$ cat src/rtl/zero_run_cntr.sv
// zero_run_cntr: per-channel zero-sample counters (cumulative or run-length), threshold pulse,
// sticky limit flag and registered readout. Define ZCNT_SAT_EN for saturating counters; default wraps.
module zero_run_cntr #(
    parameter int NCH = 4,
    parameter int DW  = 7,
    parameter int CW  = 4,
    localparam int SW = (NCH > 1) ? $clog2(NCH) : 1
) (
    input  logic              clk,
    input  logic              rst,
    // in_valid qualifies in_data for every channel; there is no ready, every valid cycle is consumed.
    input  logic              in_valid,
    input  logic [NCH*DW-1:0] in_data,
    input  logic              mode,
    input  logic              clr,
    input  logic [CW-1:0]     thresh,
    input  logic [SW-1:0]     rd_sel,
    output logic [CW-1:0]     zcnt_out,
    output logic [NCH-1:0]    hit,
    output logic [NCH-1:0]    flag
);

    localparam logic [CW-1:0] CNT_MAX = {CW{1'b1}};

    logic [CW-1:0]  cnt_q [NCH];
    logic [CW-1:0]  cnt_d [NCH];
    logic [NCH-1:0] hit_q;
    logic [NCH-1:0] hit_d;
    logic [NCH-1:0] flag_q;
    logic [NCH-1:0] flag_d;
    logic [CW-1:0]  zcnt_out_q;
    logic [CW-1:0]  zcnt_out_d;
    logic [NCH-1:0] is_zero;
    logic [NCH-1:0] at_max;

    always_comb begin
        for (int i = 0; i < NCH; i++) begin
            is_zero[i] = (in_data[i*DW +: DW] == '0);
            at_max[i]  = (cnt_q[i] == CNT_MAX);
        end
    end

    always_comb begin
        for (int i = 0; i < NCH; i++) begin
            cnt_d[i]  = cnt_q[i];
            flag_d[i] = flag_q[i];
            hit_d[i]  = 1'b0;
            if (clr) begin
                cnt_d[i]  = '0;
                flag_d[i] = 1'b0;
            end else if (in_valid) begin
                if (is_zero[i]) begin
                    if (at_max[i]) begin
                        flag_d[i] = 1'b1;
`ifdef ZCNT_SAT_EN
                        cnt_d[i] = CNT_MAX;
`else
                        cnt_d[i] = '0;
`endif
                    end else begin
                        cnt_d[i] = cnt_q[i] + 1'b1;
                    end
                end else if (mode) begin
                    cnt_d[i] = '0;
                end
                // Pulse only on the transition into thresh, so a held count does not re-fire.
                hit_d[i] = (thresh != '0) && (cnt_d[i] == thresh) && (cnt_q[i] != thresh);
            end
        end
    end

    // Readout samples the pre-update counter; out-of-range selects read as zero.
    always_comb begin
        zcnt_out_d = '0;
        if (int'(rd_sel) < NCH) begin
            zcnt_out_d = cnt_q[rd_sel];
        end
    end

    always_ff @(posedge clk or posedge rst) begin
        if (rst) begin
            for (int i = 0; i < NCH; i++) begin
                cnt_q[i] <= '0;
            end
            hit_q      <= '0;
            flag_q     <= '0;
            zcnt_out_q <= '0;
        end else begin
            for (int i = 0; i < NCH; i++) begin
                cnt_q[i] <= cnt_d[i];
            end
            hit_q      <= hit_d;
            flag_q     <= flag_d;
            zcnt_out_q <= zcnt_out_d;
        end
    end

    assign zcnt_out = zcnt_out_q;
    assign hit      = hit_q;
    assign flag     = flag_q;

endmodule
$ cat config.mk
export PLATFORM = sky130hd
export DESIGN_NAME = zero_run_cntr
export DESIGN_NICKNAME = d
export VERILOG_FILES = /design/src/rtl/zero_run_cntr.sv
export SDC_FILE = /design/constraint.sdc
export NUM_CORES = 1
export LEC_CHECK = 0
export CAP_MARGIN = 20
export CORE_MARGIN = 10
export CORE_UTILIZATION = 51
export DETAILED_ROUTE_END_ITERATION = 16
export HOLD_SLACK_MARGIN = 0.15
export PLACE_DENSITY = 0.89
export SYNTH_ARGS = -nofsm -noshare
export SYNTH_HDL_FRONTEND = slang
export SYNTH_SLANG_ARGS = --single-unit
$ cat constraint.sdc
create_clock -name clk -period 2.5 [get_ports clk]
set_input_delay 0.5 -clock clk [delete_from_list [all_inputs] [get_ports clk]]
set_output_delay 0.5 -clock clk [all_outputs]
set_load 0.03 [all_outputs]
* Yosys cells after proc, flatten, opt, wreduce, memory -nomap -nowiden
Cells that the tools add are included.
Word-level totals: output and inout port bits 12, register bits 28, word-level logic and storage cells 109
Cells by class: mux-type cells 55, reductions and logical operators 26, bitwise gates (word level) 1, $lt $le $gt $ge 1, equal/unequal tests 12, $add $sub $neg 4
Operators by type and width (number):
- 4-bit 2-to-1 mux | 30
- 7-bit zero test | 4
- 1-bit 2-to-1 mux | 24
- 2-bit nonzero test | 9
- 4-bit by 1-bit adder with 4-bit output, second input constant | 4
- 4-bit == test | 4
- 4-bit == test, second input constant | 4
- 4-bit != test | 4
- 3-bit AND reduction | 4
- 4-bit binary-select mux with 2-bit select | 1
- 1-bit logical AND | 8
- 4-bit nonzero test | 1
- 3-bit >= comparator, second input constant | 1
- 2-bit inverter with 3-bit output | 1

* Depth between registers and ports, before layout
Gate-level depths: netlist of run 1.
depth in word-level cells 10, depth in mapped cells 6

* Least setup slack after synthesis of run 1
No wires, ideal clock.
kind input to register, from input port in_data[16], to register hit_q[2] (netlist: hit[2]), path slack 0.460 ns, cell stages on the path 6, buffers on the path 1, required time 2.375 ns, arrival time 1.915 ns, cells stage by stage nor4_1 -> and2_1 -> buf_2 -> o221ai_1 -> a221o_1 -> a2111oi_0
Between the ends: longest elaborated chain between the ends 9
RTL lines:
- start, declared | RTL line 13 | input logic [NCH*DW-1:0] in_data,
- 7-bit zero test | RTL line 38 | is_zero[i] = (in_data[i*DW +: DW] == '0);
- 4-bit 2-to-1 mux | RTL line 52 | if (is_zero[i]) begin
- 4-bit 2-to-1 mux | RTL line 51 | end else if (in_valid) begin
- 4-bit 2-to-1 mux | RTL line 48 | if (clr) begin
- 4-bit == test | RTL line 67 | hit_d[i] = (thresh != '0) && (cnt_d[i] == thresh) && (cnt_q[i] != thresh);
- 1-bit logical AND (2 in a row) | RTL line 67
- 1-bit 2-to-1 mux | RTL line 51
- 1-bit 2-to-1 mux | RTL line 48
- named net hit_d[2] | RTL line 28 | logic [NCH-1:0] hit_d;
- end signal, assigned | RTL line 92 | hit_q <= hit_d;
- end, declared | RTL line 27 | logic [NCH-1:0] hit_q;
The timed path passes the listed nets, and every way through them passes these cells. The select of a mux whose other input is x is not followed. A chain may end at the register's enable or synchronous reset.

* Final worst setup path of run 1
from register cnt_q[1] (netlist name), to register hit_q[3] (netlist: hit[3])
Between the ends: longest elaborated chain between the ends 10, elaborated cells between the ends (all ways) 13
RTL lines:
- start, declared | RTL line 25 | logic [CW-1:0] cnt_q [NCH];
- start signal, assigned by index | RTL line 90 | cnt_q[i] <= cnt_d[i];
- 4-bit by 1-bit adder with 4-bit output or 4-bit == test (tied branches) | RTL line 61, 39
- 4-bit 2-to-1 mux | RTL line 53 | if (at_max[i]) begin
- 4-bit 2-to-1 mux | RTL line 52
- 4-bit 2-to-1 mux | RTL line 51
- 4-bit 2-to-1 mux | RTL line 48
- 4-bit == test | RTL line 67
- 1-bit logical AND | RTL line 67
- 1-bit logical AND (*) | RTL line 67
- 1-bit 2-to-1 mux (*) | RTL line 51
- 1-bit 2-to-1 mux (*) | RTL line 48
- named net hit_d[3] | RTL line 28
Mark *: on every way through the listed nets, which the timed path passes. The rest lies on a longest branch. The select of a mux whose other input is x is not followed.

==> metrics.md, run 1 <==
| Metric | Value |
|---|---|
| Status | `finished, final reports clean` |
| CP required | `2.67 ns` |
| Layout cells sized above 1 | `13.7%` |
| DIE AREA | `7580 um2` |
| Worst Setup SP | `cnt_q[1]` |
| Hold Vio Cnt, Final | `0` |
| Endpoints failing setup | `0` |
| Hold_buf cts | `0` |
| Layout Skew | `0.0102 ns` |
| FMAX | `0.431 GHz` |
| Post-synth top flop | `dfrtp_1` |
| Core ar. | `4350 um2` |
| Tcrit/Tclk final | `92.8%` |
| Post-CTS setup buffer count | `0` |
| Multi-input logic area | `1460 um2` |
| Avg Cell Area, Syn | `8.92 um2` |
| Peak VDD IR | `0.209 mV` |
| CTS sink cnt | `28` |
| Synthesized area | `2290 um2` |
| Deepest clock path buffer count | `2` |
| CTS tree | `yes` |
| Hold_sp | `flag[1]` |
| PostCTS Resize Cnt | `0` |
| Area Growth Syn to Fin | `30.4%` |
| Reg2reg end | `hit[3]` |
| Synthesis Warnings | `0` |
| Clk_lat worst skew | `0.28 ns` |
| RR Startpoint | `cnt_q[1]` |
| Remaining global-route overflow | `0` |
| Async SR Flop Fraction | `100%` |
| Vias in the first global route | `2291` |
| RePlAce Congestion | `0.905` |
| Max FO, Critical Path | `7` |
| Worst min path class | `register to register` |
| Final min period | `2.32 ns` |
| Final antenna-violating net count | `0` |
| P_leak | `1.25 nW` |
| Final nets | `359` |
| CTS root buffer | `clkbuf_8` |
| Hold Crit Depth | `2` |
| Fill count | `340` |
| Sum Neg Setup Slack | `0 ns` |
| Antenna diodes | `0` |
| RSZ-0062 raised after global routing | `false` |
| DIE HEIGHT | `87.1 um` |
| R2R setup slack | `0.18 ns` |
| Cell Rows | `24` |
| Core Util, Final | `68.7%` |
| Die X | `87.1 um` |
| Starting Density | `52.7%` |
| GRT Overall Usage | `17.6%` |
| Mapped Nets | `300` |
| Worst Setup End Kind | `register` |
| Largest net degree at the start of global routing | `29` |
| Number of antenna violations at the first check in global routing | `0` |
| WL per Instance | `18.1 um` |
| Vias per cell | `6.31` |
| Distinct cells, synth | `63` |
| DRT Pass-1 Iters | `5` |
| Slew @ Worst Pin | `0.486 ns` |
| Critical setup path kind | `register to register` |
| Post-Syn Instances | `257` |
| Seq cells post-synth | `28` |
| FF/Latch Area | `701 um2` |
| R2R depth | `6` |
| IO Port Bufs | `50` |
| H-tree depth | `1` |
| Iteration-0 DRC Markers | `210` |
| Post-detail-place hpwl | `4.94 mm` |
| # DRC | `0` |
| Crit start category | `register` |
| First-pass GRT wire length | `11.2 mm` |
| Clock Pin Slew Worst Setup and Hold Paths | `0.10 ns` |
| Slew margin rel. | `67.4%` |
| Pwr Density | `313 nW/um2` |
| Number of I/O pins | `51` |
| Final wirelength | `6.64 mm` |
| Final-report max-slew violation count | `0` |
| Sequential area share after synthesis | `30.6%` |
| Post-synth EDFFs | `0` |
| Max Cap Violations | `0` |
| Via count | `2314` |
| TritonCTS Buffers | `3` |
| WHS Endpoint | `flag[1]` |
| CP arrival | `2.49 ns` |
## flip-flops by register name, indices dropped and copies added (netlist names)
name / cells
flag: 4
cnt_q: 16
hit: 4
zcnt_out: 4
## worst max-delay path: stages, from the launching register on
cell       delay (ns)
dfrtp_1          0.52
ha_1             0.31
inv_1            0.10
a311oi_2         0.31
xnor2_1          0.11
or4b_4           0.54
a2111oi_4        0.35
## report_power, final
part	leakage [nW]	internal, W	switching (W)
logic	0.832	0.000104	0.0000933
clock network	0.0288	0.000141	0.000143
registers	0.391	0.000453	0.000000718
total	1.25	0.000699	0.000237
## layout by cell type (no fill, tap or decap), types with 6 or more instances in the layout
cell             count
a31oi_1              8
a32oi_1              9
inv_1                8
dfrtp_1             28
buf_4               23
nand3_1              6
o21ai_0              9
nor4_1               6
a21oi_1             14
nor2_1              25
nor2b_1              6
xnor2_1             12
clkdlybuf4s50_1     50
nand2_1              6
a22oi_1              7
xor2_1              12
## through the flow
| step | power (W) | setup slack, ns | instance area, um2 | hold slack (ns) | std cells |
|---|---|---|---|---|---|
| floorplan | 0.000549 | 0.460 | 2290 | 0.565 | 257 |
| global placement | 0.000653 | 0.109 | 2940 | 0.476 | 363 |
| detailed placement | 0.000658 | 0.0795 | 2940 | 0.492 | 363 |
| CTS | 0.000933 | 0.220 | 2990 | 0.514 | 367 |
| global route | 0.000970 | 0.101 | 2990 | 0.526 | 367 |
| finish | 0.000936 | 0.180 | 2990 | 0.513 | 367 |
## worst max path at each step
stage | to | cells after the start
after global routing | hit[3] | 6
after detailed placement | hit[2] | 7
final | hit[3] | 6
after floorplan | hit[2] | 6
after CTS | hit[3] | 6
after global placement | hit[2] | 7
## synthesized netlist by cell type, types with 2 or more instances
cell       count  area, um2
nand2b_1       4       25.0
mux4_2         3       67.6
mux2i_1        5       50.1
nor4_1         6       37.5
nor2_1        25       93.8
a21oi_1       14       70.1
nor3_1         5       25.0
a31oi_1        8       50.1
nor2b_1        6       37.5
and4b_1        2       20.0
dfrtp_1       28        701
clkbuf_1      11       41.3
or4_1          2       15.0
inv_2          2       7.51
xor2_1        12        105
o31a_1         2       17.5
o21a_1         2       15.0
and2_1         4       25.0
o211ai_1       3       22.5
nand3_1        6       30.0
and3_1         4       25.0
nand2_1        6       22.5
nor4_2         2       25.0
inv_1          8       30.0
buf_2          4       20.0
ha_1           4       50.1
buf_1          2       7.51
nand4_1        2       12.5
o21ai_1        5       25.0
a22oi_1        7       52.6
o21ai_0        9       45.0
a32oi_1        9       78.8
nand3b_1       2       15.0
xnor2_1       12        105
o2bb2ai_1      3       26.3
## kinds of logic (layout without fill, tap and decap cells)
kind of cell,count (synthesis),count (layout),synth area share [%]
xor+xnor,24,24,9.17
buf+inv,29,87,5.78
mux,10,10,6.76
flops,28,28,30.6
fa+ha+maj,4,4,2.18
compound gates,76,76,24.0
simple gates,86,86,21.5
## final cells by class
class	count	area share [%]
repair buffers	73	22.5
inverters	10	1.25
flip-flops and latches	28	23.4
clock buffers	4	1.84
well taps	52	2.17
multi-input cells	200	48.8
## per-layer routing
layer  vias up  part of all wire, %  GRT usage [%]
li1       1087                    -              -
met1      1097                   43           22.6
met2       119                   48           29.7
met3        11                  7.6           3.46
met4         0                  1.2           3.83
met5         -                    0              0
Power figures use the tool's default switching activity.
==> run 2, diff against run 1 <==
Settings changed: ABC_AREA from default to 1, CORE_UTILIZATION 51 to 62, DONT_BUFFER_PORTS from default to 1, PLACE_DENSITY 0.89 to 0.86, SLEW_MARGIN from default to 5.
==> metrics.md, run 2 <==
| Metric | Value |
|---|---|
| Final antenna-violating net count | `0 (unchanged)` |
| Sequential area share after synthesis | `29.9% (-0.68 points)` |
| Slowest stage cell, crit path | `dfrtp_1` |
| Most used cell, CP | `nand2_1` |
| Vias per cell | `6.02 (-4.5%)` |
| Core ar. | `3660 um2 (-16%)` |
| Met2 Use GR | `34.7% (+5.0 points)` |
| RePlAce Congestion | `0.936 (+3.5%)` |
| CP arrival | `1.79 ns (-0.70 ns)` |
| Layout cells sized above 1 | `7.57% (-6.1 points)` |
| Remaining global-route overflow | `0 (unchanged)` |
| PostCTS Resize Cnt | `0 (unchanged)` |
| Largest net degree at the start of global routing | `29 (unchanged)` |
| Clk_lat worst skew | `0.29 ns (about the same)` |
| Crit-path cells | `ha_1, nand2_1, inv_1, nand2_1, nand2_1, nand2_1, o21ai_0, nand2_1, nand3_1, nor2_2` |
| CTS sink cnt | `28 (unchanged)` |
| Async SR Flop Fraction | `100% (unchanged)` |
| Synthesis Warnings | `0 (unchanged)` |
| Number of I/O pins | `51 (unchanged)` |
| Clock Pin Slew Worst Setup and Hold Paths | `0.11 ns (about the same)` |
| Cell Rows | `22 (-8.3%)` |
| Seq cells post-synth | `28 (unchanged)` |
| DP Area | `2360 um2 (-20%)` |
| Post-CTS setup buffer count | `0 (unchanged)` |
| Slew @ Worst Pin | `0.664 ns (+0.177 ns)` |
| Number of antenna violations at the first check in global routing | `0 (unchanged)` |
| Worst Setup SP | `cnt_q[12]` |
| TritonCTS Buffers | `3 (unchanged)` |
| DRT Pass-1 Iters | `5 (unchanged)` |
| Met3 GRT Util | `4.48% (+1.0 points)` |
| Distinct cells, synth | `24 (-62%)` |
| Iteration-0 DRC Markers | `258 (+23%)` |
| Final-report max-slew violation count | `0 (unchanged)` |
| Post-detail-place hpwl | `5.09 mm (+3.0%)` |
| DIE HEIGHT | `81.5 um (-6.4%)` |
| GRT Overall Usage | `20.9% (+3.2 points)` |
| WL per Instance | `16.1 um (-11%)` |
| Vias in the first global route | `2371 (+3.5%)` |
| First-pass GRT wire length | `11.2 mm (-0.62%)` |
| Die X | `81.5 um (-6.4%)` |
| R2R setup slack | `0.94 ns (+0.76 ns)` |
| Max FO, Critical Path | `6 (-1)` |
| Critical setup path kind | `register to register` |
| Crit start category | `register` |
| CTS root buffer | `clkbuf_8` |
| Synth cell count leaders | `130 x nand2_1, 51 x nor2_1, 38 x inv_1` |
| Starting Density | `64.1% (+11 points)` |
| Leading cell types in the layout, fill and taps excluded | `130 x nand2_1, 51 x nor2_1, 38 x inv_1, 37 x nand3_1, 28 x dfrtp_1` |
| DIE AREA | `6640 um2 (-12%)` |
| IO Port Bufs | `0 (-100%)` |
| Delay of the slowest cell on the worst path | `0.48 ns (-0.06 ns)` |
| WP depth | `10 (+4)` |
| Most numerous cell in the Yosys netlist | `nand2_1` |
| CTS tree | `yes` |
| Avg Cell Area, Syn | `6.08 um2 (-32%)` |
| Via count | `2595 (+12%)` |
| Antenna diodes | `0 (unchanged)` |
| Hold_buf cts | `0 (unchanged)` |
| Worst Setup End Kind | `register` |
| Deepest clock path buffer count | `2 (unchanged)` |
| Synthesized area | `2350 um2 (+2.3%)` |
| Fill count | `349 (+2.6%)` |
| Critical Path End | `hit[0]` |
| Final Instance Area | `2430 um2 (-19%)` |
| Final Non-Filler Cells | `431 (+17%)` |
| Synth top area share | `29.9% (-0.68 points)` |
| H-tree depth | `1 (unchanged)` |
| CP delay by family, top | `simple AND/OR/NAND/NOR gates` |
| Area leader, netlist | `dfrtp_1` |
| Layout Skew | `0.00519 ns (-0.00506 ns)` |
| Reg2reg end | `hit[0]` |
| Most common cell after layout, fill and taps aside | `nand2_1` |
| FMAX | `0.641 GHz (+49%)` |
| Endpoints failing setup | `0 (unchanged)` |
| Post-synth EDFFs | `0 (unchanged)` |
| Hold Slack | `0.160 ns (-0.353 ns)` |
| Placed cells | `427 (+18%)` |
| Post-synth top flop | `dfrtp_1` |
| Met1 usage | `26.0% (+3.5 points)` |
| CP required | `2.73 ns (+0.06 ns)` |
| # DRC | `0 (unchanged)` |
| Synth area leaders | `dfrtp_1 30%, nand2_1 21%, nor2_1 8.2%, nand3_1 7.9%, inv_1 6.1%` |
| P_leak | `1.14 nW (-8.6%)` |
| RSZ-0062 raised after global routing | `false` |
| Biggest register | `cnt_q` |
| R2R depth | `10 (+4)` |
| Pwr Density | `395 nW/um2 (+26%)` |
| Max Cap Violations | `0 (unchanged)` |
| Final min period | `1.56 ns (-0.760 ns)` |
| Busiest layer in global routing | `met2` |
| Mapped Nets | `429 (+43%)` |
| Slew margin rel. | `55.8% (-12 points)` |
| RR Startpoint | `cnt_q[12]` |
| Area Growth Syn to Fin | `3.63%` |
| Worst min path class | `input pin to asynchronous set/reset pin` |
| Final wirelength | `6.94 mm (+4.4%)` |
| Largest register FFs | `16 (unchanged)` |
| Peak VDD IR | `0.211 mV (+0.87%)` |
| Final nets | `427 (+19%)` |
| Sum Neg Setup Slack | `0 ns (unchanged)` |
| Status | `finished, final reports clean` |
| Hold Vio Cnt, Final | `0 (unchanged)` |
| CP Buf/Inv Count | `1 (unchanged)` |
| Post-Syn Instances | `386 (+50%)` |
| Tcrit/Tclk final | `62.4% (-30 points)` |
-- run 2: layer usage --
layer / share of wire [%] / wire length, um
met1: 40 / 2760
met5: 0 / 0
met2: 47 / 3260
met3: 10 / 695
met4: 3.2 / 221
-- run 2: stage by stage --
step	power, W	worst slack (ns)	util, %
after floorplan	0.000576	1.10	-
after global placement	0.000587	0.966	64.5
after detailed placement	0.000590	0.907	64.5
after CTS	0.000954	0.977	66.4
after global routing	0.00100	0.817	66.4
final	0.000960	0.940	66.4
-- run 2: cell families (layout without fill, tap and decap cells) --
group | after synthesis | after routing | share of synthesized area [%]
and+or+nand+nor | 242 | 242 | 44.3
adders and majority gates | 4 | 4 | 2.13
AOI/OAI and AO/OA | 61 | 61 | 14.5
buffers and inverters | 51 | 48 | 9.17
DFF | 28 | 28 | 29.9
-- run 2: worst min-delay path by stage --
stage               slack (ns)     endpoint
floorplan                 0.57     cnt_q[0]
finish                    0.16       hit[3]
CTS                       0.18  zcnt_out[3]
detailed placement        0.49       hit[2]
global route              0.19       hit[3]
global placement          0.49       hit[2]
-- run 2: final cells by class --
cell class	count	area (um2)	share of cell area, %
multi-input cells	307	1430	58.8
clock inverters	1	30.0	1.24
flip-flops and latches	28	701	28.8
inverters	43	161	6.64
clock buffers	3	41.3	1.70
well taps	48	60.1	2.47
repair buffers	1	7.51	0.309
-- run 2: where the power goes --
part	internal [W]	switching, W
sequential	0.000457	0.0000116
clock	0.000215	0.000162
combinational	0.0000320	0.0000823
